File: config.mk
export PLATFORM = sky130hd
export DESIGN_NAME = dizy_round_ctrl
export DESIGN_NICKNAME = d
export VERILOG_FILES = /design/src/rtl/dizy_round_ctrl.sv
export SDC_FILE = /design/constraint.sdc
export NUM_CORES = 1
export LEC_CHECK = 0
export CAP_MARGIN = 10
export CORE_MARGIN = 2
export CORE_UTILIZATION = 35
export DETAILED_ROUTE_END_ITERATION = 10
export GPL_TIMING_DRIVEN = 1
export HOLD_SLACK_MARGIN = 0.12
export PLACE_DENSITY_LB_ADDON = 0.08
export SYNTH_ARGS = -nofsm -noshare
export SYNTH_HDL_FRONTEND = slang
export SYNTH_SLANG_ARGS = --single-unit
File: constraint.sdc
create_clock -name clk -period 2.45 [get_ports clk]
set_clock_uncertainty 0.2 [all_clocks]
set_input_delay 0.49 -clock clk [delete_from_list [all_inputs] [get_ports clk]]
set_output_delay 0.49 -clock clk [all_outputs]
set_load 0.02 [all_outputs]
File: src/rtl/dizy_round_ctrl.sv
// Iterative DIZY round sequencer: loads a state, runs it through the external round function once per cycle.
// Latency: out_valid is high NUM_ROUNDS+1 cycles after the handshake cycle; one permutation in flight.
// Backpressure: holds out_state/out_valid in DONE until out_ready; in_ready is low while busy.
// Optional macro DIZY_ROUND_CTRL_BACK2BACK_EN: DONE can accept the next state in the same cycle as out_ready.

`ifndef SIZE_STATE
`define SIZE_STATE 64
`endif

module dizy_round_ctrl #(
    parameter int SIZE_STATE = `SIZE_STATE,
    parameter int NUM_ROUNDS = 8,
    localparam int ROUND_W   = (NUM_ROUNDS > 1) ? $clog2(NUM_ROUNDS) : 1
) (
    input  logic                  clk,
    input  logic                  rst,
    input  logic                  in_valid,
    output logic                  in_ready,
    input  logic [SIZE_STATE-1:0] in_state,
    output logic                  out_valid,
    input  logic                  out_ready,
    output logic [SIZE_STATE-1:0] out_state,
    output logic [SIZE_STATE-1:0] rf_in,
    input  logic [SIZE_STATE-1:0] rf_out,
    output logic [ROUND_W-1:0]    round_idx,
    output logic                  round_last,
    output logic                  busy
);

    typedef enum logic [1:0] {
        IDLE = 2'd0,
        RUN  = 2'd1,
        DONE = 2'd2
    } fsm_e;

    localparam logic [ROUND_W-1:0] LAST_ROUND = ROUND_W'(NUM_ROUNDS - 1);

    fsm_e                  fsm_q, fsm_d;
    logic [SIZE_STATE-1:0] state_q, state_d;
    logic [ROUND_W-1:0]    round_q, round_d;

    // The state register is the single source for both the round function and the output.
    assign rf_in     = state_q;
    assign out_state = state_q;
    assign round_idx = round_q;

    // Register FSM, data state and round counter; reset discards any partial permutation.
    always_ff @(posedge clk) begin
        if (rst) begin
            fsm_q   <= IDLE;
            state_q <= '0;
            round_q <= '0;
        end else begin
            fsm_q   <= fsm_d;
            state_q <= state_d;
            round_q <= round_d;
        end
    end

    // Next-state, next-data and handshake outputs.
    always_comb begin
        fsm_d      = fsm_q;
        state_d    = state_q;
        round_d    = round_q;
        in_ready   = 1'b0;
        out_valid  = 1'b0;
        busy       = 1'b0;
        round_last = 1'b0;
        case (fsm_q)
            IDLE: begin
                in_ready = 1'b1;
                if (in_valid) begin
                    state_d = in_state;
                    round_d = '0;
                    fsm_d   = RUN;
                end
            end
            RUN: begin
                busy       = 1'b1;
                round_last = (round_q == LAST_ROUND);
                state_d    = rf_out;
                if (round_q == LAST_ROUND) begin
                    // Counter returns to zero so round_idx reads 0 outside RUN.
                    round_d = '0;
                    fsm_d   = DONE;
                end else begin
                    round_d = round_q + ROUND_W'(1);
                end
            end
            DONE: begin
                busy      = 1'b1;
                out_valid = 1'b1;
`ifdef DIZY_ROUND_CTRL_BACK2BACK_EN
                // Accepting the next state in the same cycle as the output handshake skips IDLE.
                in_ready = out_ready;
                if (out_ready) begin
                    if (in_valid) begin
                        state_d = in_state;
                        round_d = '0;
                        fsm_d   = RUN;
                    end else begin
                        fsm_d = IDLE;
                    end
                end
`else
                // State register keeps the result after the handshake; only the FSM moves.
                if (out_ready) begin
                    fsm_d = IDLE;
                end
`endif
            end
            default: begin
                fsm_d = IDLE;
            end
        endcase
    end

endmodule

==> summary.txt, run 1 <==
Outcome
  • Status: completed

Routing
  • Initial DRC Count: 123
  • Final ANT Viol Nets: 0
  • TritonRoute pass-1 iters: 4
  • DR vias: ~3400
  • DRC: 0
  • Wire per inst: 15.1 um
  • Via density: 4.71
  • WL final: 10900 um

Cells and area
  • Area growth, synth to finish: 63.3%
  • Layout cell share with drive strength beyond 1: 0.155
  • Antenna cells: 0
  • Nets: 708
  • Final instance area: approximately 6500 um^2

Logic synthesis
  • Post-synthesis sequential area ratio: 0.346
  • Syn nets: 518
  • Share of Yosys cell area claimed by the top area cell type: 0.346
  • Cells after Synth: 381
  • Syn avg cell area: 10.5 um^2
  • Post-synth EDFFs: 0
  • Post-synth top cells: dfxtp_1, buf_4, mux2i_1, nor2_1, a211oi_2
  • Dominant cell type by area after synthesis: dfxtp_1
  • #FFs+latches synth: 69
  • Post-synth top flop: dfxtp_1
  • YS warnings: 0
  • Netlist cell types: 22
  • Ys async rst share: 0
  • Post-synthesis cell area: 4000 um^2
  • Largest cells by area after synthesis: dfxtp_1, a211oi_2, mux2i_1
  • Most common cell in the netlist: dfxtp_1

Floorplan
  • DIE HEIGHT: 111 um
  • Die width: 111 um
  • Standard-cell rows: 39
  • Core ar.: approximately 11000 um^2
  • Starting Density: 0.355
  • Die footprint: 12300 um^2
  • Num ports: between 200 and 300

Hold path
  • Worst hold start: round_idx[0]$_SDFFE_PP0P_
  • Worst hold path depth: 2
  • HP Class: flip-flop to flip-flop
  • Endpoint, Worst Hold: round_idx[0]$_SDFFE_PP0P_

Setup path
  • Critical path type: flip-flop to primary output
  • Startpoint class of the critical path: flip-flop
  • R2R Path Start: fsm_q[1]$_SDFFE_PP0P_
  • Reg-to-Reg End: out_state[46]$_SDFFE_PP0P_
  • Worst-path maximum fanout: 3
  • WP data arrival: 1.59 ns
  • Required @ worst endpoint: 1.76 ns
  • Reg2Reg Depth: 7
  • R2R setup slack: 0.25 ns
  • Critical Path End Type: primary output

Clock tree
  • Root Driver: clkbuf_16
  • Setup bufs post-CTS: 0
  • Clock tree sinks: slightly below 70
  • CTS H-tree depth: 3
  • CTS tree: yes
  • Cts bufs inserted: 9
  • Clk slew on worst S/H paths: 0.05 ns
  • Skew-Pair Late Insertion Delay: 0.32 ns
  • Cts hold-fix bufs: 0
  • CTS Buffer Depth: 2

Global route
  • Largest net degree at the start of global routing: 70
  • Vias in the first global route: roughly 3400
  • Grt ovf: 0
  • All-Layer GR Usage: 0.173
  • Global-route wire length before repair: 17300 um
  • Initial antenna violation count: 0

Placed design
  • Detail Placement HPWL: a little over 8000 um
  • Final RePlAce weighted congestion: 0.763
  • Placed inst area: roughly 6200 um^2
  • PortBufs: 266

Timing
  • F_max: between 0.4 and 0.5 GHz
  • # setup viols final: 0
  • Final Hold Fails: 0
  • Fin crit share: 0.932
  • Minimum clock period: 2.28 ns
  • Max-slew headroom: 0.681
  • Worst-margin pin slew: 0.479 ns
  • Slew Limit Fails: 0
  • TNS Setup: 0 ns
  • RSZ-0062 raised after global routing: false

Power
  • Pleak: 2.39 nW
  • Pwr dens: just under 1000 nW/um^2
  • Max VDD drop: ~0.50 mV
  • Total power: 6.28 mW

Run
  • Max Cap Violations: 0
==> flip-flops by register name, summed over array words and instances, names as in the netlist <==
register,flops
out_state,64
round_idx,3
fsm_q,2
==> report_power, final <==
group	switching, mW	leakage (nW)	internal, mW
Combinational	1.72	1.67	1.66
Sequential	0.229	0.572	1.40
Clock	0.461	0.149	0.808
Total	2.41	2.39	3.87
==> layout make-up <==
type	count	area, um^2
multi-input combinational	215	1890
sequential	69	1380
fill	1004	4750
clock buffer	11	243
clock inverter	5	50.0
timing repair buffer	273	2780
inverter	3	11.3
tap	143	179
==> how the worst max path moves through the flow <==
stage | end | slack [ns] | cells past startpoint | from
2_1_floorplan | round_last | 0.55 | 6 | fsm_q[1]$_SDFFE_PP0P_
3_3_place_gp | round_last | 0.31 | 4 | round_idx[0]$_SDFFE_PP0P_
6_report | out_valid | 0.17 | 3 | fsm_q[0]$_SDFFE_PP0P_
4_1_cts | busy | 0.001 | 3 | fsm_q[0]$_SDFFE_PP0P_
3_5_place_dp | out_state[29]$_SDFFE_PP0P_ | 0.23 | 7 | fsm_q[1]$_SDFFE_PP0P_
5_1_grt | out_valid | 0.07 | 3 | fsm_q[0]$_SDFFE_PP0P_
==> layout by cell type (no fill, tap or decap) <==
cell and count:
bufinv_16 1, clkbuf_16 9, mux2i_1 66, clkdlybuf4s50_1 262, dlymetal6s2s_1 1, clkbuf_8 1, dfxtp_1 69, buf_4 3
inv_1 3, nand2_1 1, clkinv_2 4, or4_1 1, and2_1 1, a311oi_1 1, nand2b_1 4, ha_1 4
a21oi_1 1, a31oi_1 1, buf_12 5, clkbuf_1 1, nor2_1 66, mux2_4 1, ha_4 1, a211oi_2 64
a32oi_1 2, dlygate4sd2_1 2, o211ai_1 1
==> repair_timing <==
action	CTS	global route
cloned	0	0
endpoints found under the setup margin	2	1
pin swaps	0	0
gates resized for setup	2	1
==> per-layer routing <==
| layer | vias up | wire [um] | global-route usage |
|---|---|---|---|
| li1 | 1654 | - | - |
| met1 | 1578 | 4400 | 0.202 |
| met2 | 152 | 5590 | 0.312 |
| met3 | 5 | 795 | 0.0410 |
| met4 | 0 | 97 | 0.0575 |
| met5 | - | 0 | 0 |
==> metrics by stage <==
stage / instances / utilization / worst slack, ns / hold WS, ns
after CTS: 719 / 0.579 / 0.00104 / 0.296
after global routing: 719 / 0.579 / 0.0728 / 0.333
after floorplan: 381 / - / 0.549 / 0.269
after global placement: 703 / 0.553 / 0.312 / 0.270
final: 719 / 0.579 / 0.166 / 0.290
after detailed placement: 703 / 0.553 / 0.231 / 0.288
==> worst max-delay path, stage by stage, from the launching register on <==
cell             delay (ns)
dfxtp_1                0.40
inv_1                  0.09
ha_1                   0.22
clkdlybuf4s50_1        0.57
==> cells by family (layout without fill, tap and decap cells) <==
logic type,Yosys count,count (layout),synth area share
AO/OA/AOI/OAI,70,70,0.212
adder cells (fa/ha/maj),5,5,0.0157
buffers and inverters,97,292,0.185
flip-flops,69,69,0.346
multiplexers,67,67,0.169
AND/OR/NAND/NOR,73,73,0.0726
(Power assumes the default switching activity.)
==> run 2: changes to the inputs <==
Settings changed: RECOVER_POWER set to 50.
==> summary.txt, run 2 (synthesis gave the netlist of run 1 again) <==
Outcome
  • Status: completed (unchanged)

Routing
  • Via density: 4.74 (was 4.71)
  • Initial DRC Count: 97 (was 123)
  • Final ANT Viol Nets: 0 (unchanged)
  • Wire per inst: 15.2 um (was 15.1 um)
  • DR vias: 3409 (was 3389)
  • TritonRoute pass-1 iters: 4 (unchanged)
  • DRC: 0 (unchanged)
  • WL final: 10900 um (about the same)

Timing
  • Final Hold Fails: 0 (unchanged)
  • Worst-margin pin slew: 0.486 ns (was 0.479 ns)
  • F_max: 0.438 GHz (about the same)
  • Final hold slack: 0.290 ns (about the same)
  • Fin crit share: 0.933 (was 0.932)
  • # setup viols final: 0 (unchanged)
  • Slew Limit Fails: 0 (unchanged)
  • Max-slew headroom: 0.676 (was 0.681)
  • Minimum clock period: 2.29 ns (was 2.28 ns)
  • TNS Setup: 0 ns (unchanged)
  • Final Worst Setup Slack: 0.164 ns (was 0.166 ns)
  • RSZ-0062 raised after global routing: false (unchanged)

Setup path
  • Crit-path slowest cell: clkdlybuf4s50_1 (unchanged)
  • WP data arrival: 1.60 ns (was 1.59 ns)
  • Crit-path max cell delay: 0.57 ns (about the same)
  • Critical Path End Type: primary output (unchanged)
  • Worst-path maximum fanout: 3 (unchanged)
  • Crit-path leading delay family: buffers and inverters (unchanged)
  • Critical path type: flip-flop to primary output (unchanged)
  • Required @ worst endpoint: 1.76 ns (about the same)
  • Startpoint class of the critical path: flip-flop (unchanged)
  • Critical Path, Cell by Cell: inv_1 > ha_1 > clkdlybuf4s50_1 (unchanged)
  • Worst Path Buf+Inv: 2 (unchanged)

Cells and area
  • Antenna cells: 0 (unchanged)
  • Commonest non-fill, non-tap cell in the layout: clkdlybuf4s50_1 (unchanged)
  • Nets: 708 (unchanged)
  • Layout cell share with drive strength beyond 1: 0.155 (unchanged)
  • Post-layout util: 0.579 (unchanged)
  • Final instance area: 6530 um^2 (unchanged)
  • Final non-filler cell total: 719 (unchanged)
  • Max FFs per register: 64 (unchanged)
  • Reg area: 1380 um^2 (unchanged)
  • Area growth, synth to finish: 63.3% (unchanged)
  • Most frequent cells in the layout: clkdlybuf4s50_1, dlygate4sd3_1, dfxtp_1, mux2i_1, nor2_1 (was clkdlybuf4s50_1, dfxtp_1, mux2i_1, nor2_1, a211oi_2)
  • Area of the multi-input gates: 1890 um^2 (unchanged)
  • Filler cells: 1004 (unchanged)

Floorplan
  • DIE HEIGHT: 111 um (unchanged)
  • Die footprint: 12300 um^2 (unchanged)
  • Standard-cell rows: 39 (unchanged)
  • Num ports: 267 (unchanged)
  • Core ar.: 11300 um^2 (unchanged)
  • Starting Density: 0.355 (unchanged)
  • Die width: 111 um (unchanged)

Clock tree
  • Setup bufs post-CTS: 0 (unchanged)
  • CTS tree: yes (unchanged)
  • CTS H-tree depth: 3 (unchanged)
  • Clock tree sinks: 69 (unchanged)
  • Cts hold-fix bufs: 0 (unchanged)
  • Clk slew on worst S/H paths: 0.05 ns (about the same)
  • Skew-Pair Late Insertion Delay: 0.32 ns (about the same)
  • CTS Buffer Depth: 2 (unchanged)
  • Cts bufs inserted: 9 (unchanged)
  • Root Driver: clkbuf_16 (unchanged)

Global route
  • All-Layer GR Usage: 0.173 (unchanged)
  • Vias in the first global route: 3409 (unchanged)
  • Initial antenna violation count: 0 (unchanged)
  • Global-route wire length before repair: 17300 um (unchanged)
  • Grt ovf: 0 (unchanged)
  • Largest net degree at the start of global routing: 70 (unchanged)

Power
  • Max VDD drop: 0.501 mV (about the same)
  • Pwr dens: 939 nW/um^2 (was 963 nW/um^2)
  • Total power: 6.13 mW (was 6.28 mW)
  • Pleak: 2.60 nW (was 2.39 nW)

Placed design
  • Dpl cells: 703 (unchanged)
  • DP Worst Slack: 0.231 ns (unchanged)
  • Detail Placement HPWL: 8210 um (unchanged)
  • PortBufs: 266 (unchanged)
  • Final RePlAce weighted congestion: 0.763 (unchanged)
  • Placed inst area: 6230 um^2 (unchanged)

Hold path
  • HP Class: flip-flop to flip-flop (unchanged)

Run
  • Max Cap Violations: 0 (unchanged)
==> run 2: path summary, 6_finish.rpt <==
kind                             start                          to  slack [ns]  cells past startpoint
min reg2reg  round_idx[0]$_SDFFE_PP0P_   round_idx[0]$_SDFFE_PP0P_        0.29                      2
min          round_idx[0]$_SDFFE_PP0P_   round_idx[0]$_SDFFE_PP0P_        0.29                      2
max              fsm_q[0]$_SDFFE_PP0P_                   out_valid        0.16                      3
max reg2reg      fsm_q[1]$_SDFFE_PP0P_  out_state[46]$_SDFFE_PP0P_        0.25                      7
==> run 2: layout make-up <==
| class | instances | share of cell area |
|---|---|---|
| clock buffer | 11 | 0.0372 |
| clock inverter | 5 | 0.00767 |
| inverter | 3 | 0.00173 |
| multi-input combinational | 215 | 0.289 |
| sequential | 69 | 0.212 |
| tap | 143 | 0.0274 |
| timing repair buffer | 273 | 0.425 |
==> run 2: metal layers <==
metal,vias up,part of all wire,GRT usage
met3,7,0.077,0.0410
met4,0,0.0096,0.0575
met1,1581,0.40,0.202
met5,-,0,0
li1,1657,-,-
met2,164,0.52,0.312
==> run 2: repair_timing <==
item	4_1_cts	5_1_grt
gates resized for setup	2	1
pin swaps	0	0
endpoints found under the setup margin	2	1
==> run 2: worst reg2reg max path: stages, from the launching register on <==
cell and delay [ns]:
dfxtp_1 0.32, inv_1 0.12, ha_4 0.16, buf_12 0.40, mux2_4 0.32, buf_12 0.28
nor2_1 0.13, a211oi_2 0.20
==> run 2: power by group <==
group / leakage (nW) / internal [mW] / total (mW) / switching (mW)
Combinational: 1.88 / 1.52 / 3.25 / 1.73
Sequential: 0.572 / 1.40 / 1.61 / 0.211
Clock: 0.149 / 0.808 / 1.27 / 0.462
Total: 2.60 / 3.73 / 6.13 / 2.40
